===== config.mk =====
export PLATFORM = sky130hd
export DESIGN_NAME = ysyx_25040129_trap_seq
export DESIGN_NICKNAME = d
export VERILOG_FILES = /design/src/rtl/ysyx_25040129_trap_seq_pkg.sv /design/src/rtl/ysyx_25040129_trap_seq_mstatus_upd.sv /design/src/rtl/ysyx_25040129_trap_seq.sv
export SDC_FILE = /design/constraint.sdc
export NUM_CORES = 1
export LEC_CHECK = 0
export CAP_MARGIN = 20
export CORE_ASPECT_RATIO = 1.2
export CORE_UTILIZATION = 37
export DETAILED_ROUTE_END_ITERATION = 16
export PLACE_DENSITY = 0.86
export SKIP_LAST_GASP = 1
export SLEW_MARGIN = 20
export SYNTH_ARGS = -nofsm -noshare
export SYNTH_HDL_FRONTEND = slang
export SYNTH_HIERARCHICAL = 1
export SYNTH_SLANG_ARGS = --single-unit

===== constraint.sdc =====
create_clock -name clk -period 1.35 [get_ports clk]
set_input_delay 0.135 -clock clk [delete_from_list [all_inputs] [get_ports clk]]
set_output_delay 0.135 -clock clk [all_outputs]
set_load 0.02 [all_outputs]

===== src/rtl/ysyx_25040129_trap_seq_pkg.sv =====
// Shared definitions for the trap/mret CSR sequencer: CSR addresses,
// state encodings, mstatus bit positions and an alignment helper.
package ysyx_25040129_trap_seq_pkg;

  // CSR address width and machine CSR addresses
  localparam int          CSR_DIG     = 12;
  localparam logic [11:0] CSR_MSTATUS = 12'h300;
  localparam logic [11:0] CSR_MTVEC   = 12'h305;
  localparam logic [11:0] CSR_MEPC    = 12'h341;
  localparam logic [11:0] CSR_MCAUSE  = 12'h342;

  // Sequencer state encodings
  localparam logic [2:0] TSEQ_IDLE    = 3'd0;
  localparam logic [2:0] TSEQ_T_EPC   = 3'd1;
  localparam logic [2:0] TSEQ_T_CAUSE = 3'd2;
  localparam logic [2:0] TSEQ_T_STAT  = 3'd3;
  localparam logic [2:0] TSEQ_T_JUMP  = 3'd4;
  localparam logic [2:0] TSEQ_R_STAT  = 3'd5;
  localparam logic [2:0] TSEQ_R_JUMP  = 3'd6;

  // mstatus bit positions
  localparam int MSTATUS_MIE    = 3;
  localparam int MSTATUS_MPIE   = 7;
  localparam int MSTATUS_MPP_LO = 11;

  typedef enum logic [2:0] {
    S_IDLE    = TSEQ_IDLE,
    S_T_EPC   = TSEQ_T_EPC,
    S_T_CAUSE = TSEQ_T_CAUSE,
    S_T_STAT  = TSEQ_T_STAT,
    S_T_JUMP  = TSEQ_T_JUMP,
    S_R_STAT  = TSEQ_R_STAT,
    S_R_JUMP  = TSEQ_R_JUMP
  } tseq_state_e;

  // Force a PC/vector to a 4-byte boundary (mtvec is used in direct mode only)
  function automatic logic [31:0] align4(input logic [31:0] v);
    return {v[31:2], 2'b00};
  endfunction

endpackage


===== src/rtl/ysyx_25040129_trap_seq_mstatus_upd.sv =====
// Combinational mstatus update for trap entry (is_mret=0) and mret (is_mret=1).
// MPP is always forced to machine mode since only M-mode is implemented.
module ysyx_25040129_mstatus_upd
  import ysyx_25040129_trap_seq_pkg::*;
(
  input  logic [31:0] mstatus_old,
  input  logic        is_mret,
  output logic [31:0] mstatus_new
);

  // Stack/unstack the interrupt-enable bits and force MPP to M-mode
  always_comb begin
    mstatus_new = mstatus_old;
    if (is_mret) begin
      mstatus_new[MSTATUS_MIE]  = mstatus_old[MSTATUS_MPIE];
      mstatus_new[MSTATUS_MPIE] = 1'b1;
    end else begin
      mstatus_new[MSTATUS_MPIE] = mstatus_old[MSTATUS_MIE];
      mstatus_new[MSTATUS_MIE]  = 1'b0;
    end
    mstatus_new[MSTATUS_MPP_LO +: 2] = 2'b11;
  end

endmodule


===== src/rtl/ysyx_25040129_trap_seq.sv =====
// Trap-entry / mret sequencer for a single-write-port machine CSR file.
// Breaks each event into one CSR write per cycle followed by a one-cycle
// PC redirect, and shares the CSR ports with the EXU while idle.
// Optional build macro TRAP_MSTATUS_EN: when defined, the mstatus update
// states (T_STAT, R_STAT) are included; when undefined mstatus is untouched.
module ysyx_25040129_trap_seq
  import ysyx_25040129_trap_seq_pkg::*;
#(
  parameter int CSR_AW = CSR_DIG
) (
  input  logic              clk,
  input  logic              rst,
  input  logic              trap_valid,
  input  logic [31:0]       trap_cause,
  input  logic [31:0]       trap_pc,
  input  logic              mret_valid,
  output logic              req_ready,
  input  logic              exu_csr_we,
  input  logic [CSR_AW-1:0] exu_csr_waddr,
  input  logic [31:0]       exu_csr_wdata,
  input  logic [CSR_AW-1:0] exu_csr_raddr,
  output logic [31:0]       exu_csr_rdata,
  output logic              exu_stall,
  output logic              csr_write,
  output logic [CSR_AW-1:0] csr_write_addr,
  output logic [31:0]       csr_data,
  output logic [CSR_AW-1:0] csr_read_addr,
  input  logic [31:0]       csr_out,
  output logic              redirect_valid,
  output logic [31:0]       redirect_pc
);

  tseq_state_e state_q, state_d;
  logic [31:0] cause_q, cause_d;
  logic [31:0] pc_q, pc_d;

`ifdef TRAP_MSTATUS_EN
  logic        is_mret_s;
  logic [31:0] mstatus_new_s;

  assign is_mret_s = (state_q == S_R_STAT);

  ysyx_25040129_mstatus_upd u_mstatus_upd (
    .mstatus_old (csr_out),
    .is_mret     (is_mret_s),
    .mstatus_new (mstatus_new_s)
  );
`endif

  // State and request-latch registers with synchronous reset
  always_ff @(posedge clk) begin
    if (rst) begin
      state_q <= S_IDLE;
      cause_q <= 32'h0;
      pc_q    <= 32'h0;
    end else begin
      state_q <= state_d;
      cause_q <= cause_d;
      pc_q    <= pc_d;
    end
  end

  // Next-state logic and CSR port arbitration
  always_comb begin
    state_d        = state_q;
    cause_d        = cause_q;
    pc_d           = pc_q;
    req_ready      = 1'b0;
    exu_stall      = 1'b1;
    exu_csr_rdata  = 32'h0;
    csr_write      = 1'b0;
    csr_write_addr = '0;
    csr_data       = 32'h0;
    csr_read_addr  = '0;
    redirect_valid = 1'b0;
    redirect_pc    = 32'h0;
    case (state_q)
      S_IDLE: begin
        // EXU owns the CSR ports; an EXU write in the accept cycle still
        // lands because the first sequencer write is one cycle later.
        req_ready      = 1'b1;
        exu_stall      = 1'b0;
        csr_write      = exu_csr_we;
        csr_write_addr = exu_csr_waddr;
        csr_data       = exu_csr_wdata;
        csr_read_addr  = exu_csr_raddr;
        exu_csr_rdata  = csr_out;
        if (trap_valid) begin
          state_d = S_T_EPC;
          cause_d = trap_cause;
          pc_d    = trap_pc;
        end else if (mret_valid) begin
`ifdef TRAP_MSTATUS_EN
          state_d = S_R_STAT;
`else
          state_d = S_R_JUMP;
`endif
        end else begin
          state_d = S_IDLE;
        end
      end
      S_T_EPC: begin
        csr_write      = 1'b1;
        csr_write_addr = CSR_AW'(CSR_MEPC);
        csr_data       = align4(pc_q);
        state_d        = S_T_CAUSE;
      end
      S_T_CAUSE: begin
        csr_write      = 1'b1;
        csr_write_addr = CSR_AW'(CSR_MCAUSE);
        csr_data       = cause_q;
`ifdef TRAP_MSTATUS_EN
        state_d        = S_T_STAT;
`else
        state_d        = S_T_JUMP;
`endif
      end
`ifdef TRAP_MSTATUS_EN
      S_T_STAT: begin
        csr_read_addr  = CSR_AW'(CSR_MSTATUS);
        csr_write      = 1'b1;
        csr_write_addr = CSR_AW'(CSR_MSTATUS);
        csr_data       = mstatus_new_s;
        state_d        = S_T_JUMP;
      end
      S_R_STAT: begin
        csr_read_addr  = CSR_AW'(CSR_MSTATUS);
        csr_write      = 1'b1;
        csr_write_addr = CSR_AW'(CSR_MSTATUS);
        csr_data       = mstatus_new_s;
        state_d        = S_R_JUMP;
      end
`endif
      S_T_JUMP: begin
        csr_read_addr  = CSR_AW'(CSR_MTVEC);
        redirect_valid = 1'b1;
        redirect_pc    = align4(csr_out);
        state_d        = S_IDLE;
      end
      S_R_JUMP: begin
        csr_read_addr  = CSR_AW'(CSR_MEPC);
        redirect_valid = 1'b1;
        redirect_pc    = align4(csr_out);
        state_d        = S_IDLE;
      end
      default: begin
        state_d = S_IDLE;
      end
    endcase
  end

endmodule


==> results.ini <==
[placement]
dp_hpwl_um = 12300
post-place-ws_ps = -587
gp_congestion = 0.825
placedCellCount = 932
port_buffers = 276

[floorplanning]
core_mm2 = 0.0116
die_w_um = 102
die_h_um = 122
ios = 281
start_util_pct = 38.1
die_area_mm2 = 0.0124
rows = 43

[sta]
min_period_ps = 1780
setup_tns_ps = -62330
hold_viol = 0
rsz0062_at_grt = true
setup_ws_ps = -427
slew_viol_final = 0
worst_clock_skew_ps = 7.36
max_freq_ghz = 0.563
post-route-period-util_pct = 132
finalSetupViolations = 186

[clock_tree]
clkLatencyLatePin_ps = 330
clock_path_buffers = 2
holdBufCountCts = 0
cts_sinks = 65
cts-root-buf = clkbuf_16
cts_made_buffers = 9
cts.htree.levels = 3
path_clk_slew_ps = 50
tritoncts = done

[layout]
nets = 985
fin_cells = 991
multi_input_area_mm2 = 0.00325
seq_area_mm2 = 0.00131
layout-drive-gt1-share_pct = 38.7
fillCellCount = 787
area_growth_pct = 104

[critical_path]
cp.required_ps = 1610
rr_worst_depth = 8
worstSetupEndpoint = pc_q[15]$_SDFFE_PP0P_
timing.rr.end = pc_q[15]$_SDFFE_PP0P_
r2r_slack_ps = -430
endpoint_kind = register
startpoint_type = register
worstSetupPathType = register to register
crit_fanout = 8
rr_startpoint = state_q[1]$_SDFF_PP0_
startpoint = state_q[1]$_SDFF_PP0_
arrival_ps = 2030

[synthesis]
seq_area_frac_synth_pct = 29.4
avgSynthCellArea_um2 = 8.78
netlist_instances = 504
syn_area_mm2 = 0.00442
yosys_register_bits = 65
yosys_warnings = 6
synth.distinct_cells = 26

[worst_hold_path]
hold_depth = 3
hold_class = input pin to register

[drt]
num_vias = 4941
final_antenna_net_count = 0
viasPerCell = 4.99
drt-initial-drc-count = 236
drtPass1Iterations = 4
totalWireLength_um = 19400
drc = 0
wire_per_inst_um = 19.5

[global_route]
grt_antenna_before_repair = 1
grt_pass1_wl_um = 24400
grt_start_max_net_pins = 78
grt_usage_pct = 26.2
grt_pass1_vias = 4794
grt_remaining_overflow = 0

[run_status]
status = complete, but fails checks
failed_checks = setup timing

[power_and_ir_drop]
p_leak_nw = 3.72
powerDensity_mw_per_mm2 = 940
peakVddDrop_uv = 798

[flow_run]
drv_cap = 0

## cell type report
type / instances / area share [%]
Multi-Input combinational cell: 357 / 36.1
Sequential cell: 65 / 14.6
Clock buffer: 14 / 3.04
Timing Repair Buffer: 361 / 42.3
Inverter: 34 / 1.42
Antenna cell: 1 / 0.0278
Clock inverter: 2 / 0.389
Tap cell: 157 / 2.18
## report_power, final
part / leakage [nW] / total [mW] / switching, mW / internal [mW]
registers: 0.536 / 2.19 / 0.114 / 2.08
clock network: 0.153 / 2.42 / 0.840 / 1.58
logic: 3.03 / 3.86 / 1.73 / 2.13
total: 3.72 / 8.47 / 2.69 / 5.79
## cell usage after synthesis
| cell type | n | area, um^2 |
|---|---|---|
| nor4b_4 | 1 | 23.8 |
| nor2b_1 | 2 | 12.5 |
| a211oi_1 | 1 | 7.51 |
| nand2_1 | 1 | 3.75 |
| inv_1 | 34 | 128 |
| nor2_1 | 6 | 22.5 |
| or3b_2 | 1 | 8.76 |
| or2_2 | 1 | 6.26 |
| nor3_1 | 2 | 10.0 |
| buf_2 | 11 | 55.1 |
| conb_1 | 1 | 3.75 |
| clkbuf_2 | 1 | 5.00 |
| buf_4 | 5 | 37.5 |
| clkbuf_1 | 23 | 86.3 |
| o32ai_1 | 30 | 263 |
| nand2b_1 | 129 | 807 |
| nor3_2 | 1 | 10.0 |
| dfxtp_1 | 65 | 1300 |
| buf_1 | 1 | 3.75 |
| and2_1 | 76 | 475 |
| a2111oi_0 | 1 | 8.76 |
| o31a_1 | 4 | 35.0 |
| a21oi_1 | 5 | 25.0 |
| buf_12 | 6 | 120 |
| buf_6 | 2 | 22.5 |
| mux2i_1 | 94 | 941 |
## what timing repair did
item | 4_1_cts | 5_1_grt
resized for setup | 465 | 334
gates cloned | 0 | 14
setup buffers | 12 | 18
endpoints found under the setup margin | 185 | 186
pin swaps | 5 | 29
## worst max-delay path, cell delays in order, from the launching register on
cell and delay [ps]:
dfxtp_4 360, buf_12 140, buf_12 140, buf_6 120, nor4b_4 230, buf_4 180, clkbuf_16 170, clkbuf_16 150
mux2i_1 190
## routing by layer
metal	vias up	track usage [%]	routed length, um
li1	2315	-	-
met1	2332	27.3	6760
met2	238	48.3	10200
met3	56	6.88	1580
met4	0	12.5	832
met5	-	0	0
## worst min path at each step
stage                                        start                  endpoint  slack (ps)
final                                          rst     state_q[0]$_SDFF_PP0_         250
after global routing                           rst     state_q[0]$_SDFF_PP0_         260
after CTS                                      rst     state_q[0]$_SDFF_PP0_         240
after detailed placement  cause_q[26]$_SDFFE_PP0P_  cause_q[26]$_SDFFE_PP0P_         460
after global placement    cause_q[25]$_SDFFE_PP0P_  cause_q[25]$_SDFFE_PP0P_         460
after floorplan                      trap_cause[0]   cause_q[0]$_SDFFE_PP0P_         290
## state kept, by name (all words and copies together), names as in the netlist
signal   count
cause_q     32
pc_q        30
state_q      3
## cells by family (layout without fill, tap and decap cells)
group	after synthesis	after routing	share of synthesized area [%]
flip-flops	65	65	29.4
other	1	3	0.0848
buffers and inverters	83	411	10.4
AO/OA/AOI/OAI	41	41	7.67
multiplexers	94	94	21.3
AND/OR/NAND/NOR	220	220	31.2
## through the flow
stage	total power, mW	cell area, um^2	utilization [%]	hold slack [ps]
2_1_floorplan	3.75	4470	-	290
3_3_place_gp	5.25	7610	65.5	457
3_5_place_dp	5.31	7610	65.5	461
4_1_cts	7.75	8200	70.5	241
5_1_grt	8.77	9010	77.6	258
6_report	8.47	9010	77.6	245
## cells in the final DEF (no fill, tap or decap), drive strengths merged, types with 2 or more instances in the layout
| cell type | synthesis | routed |
|---|---|---|
| nor2 | 6 | 6 |
| o32ai | 30 | 30 |
| o31a | 4 | 4 |
| buf | 25 | 194 |
| a21oi | 5 | 5 |
| nand2b | 129 | 129 |
| conb | 1 | 2 |
| clkdlybuf4s50 | 0 | 153 |
| and2 | 76 | 76 |
| nor2b | 2 | 2 |
| nor3 | 3 | 3 |
| inv | 34 | 34 |
| clkbuf | 24 | 28 |
| dfxtp | 65 | 65 |
| mux2i | 94 | 94 |
(Power assumes the default switching activity.)
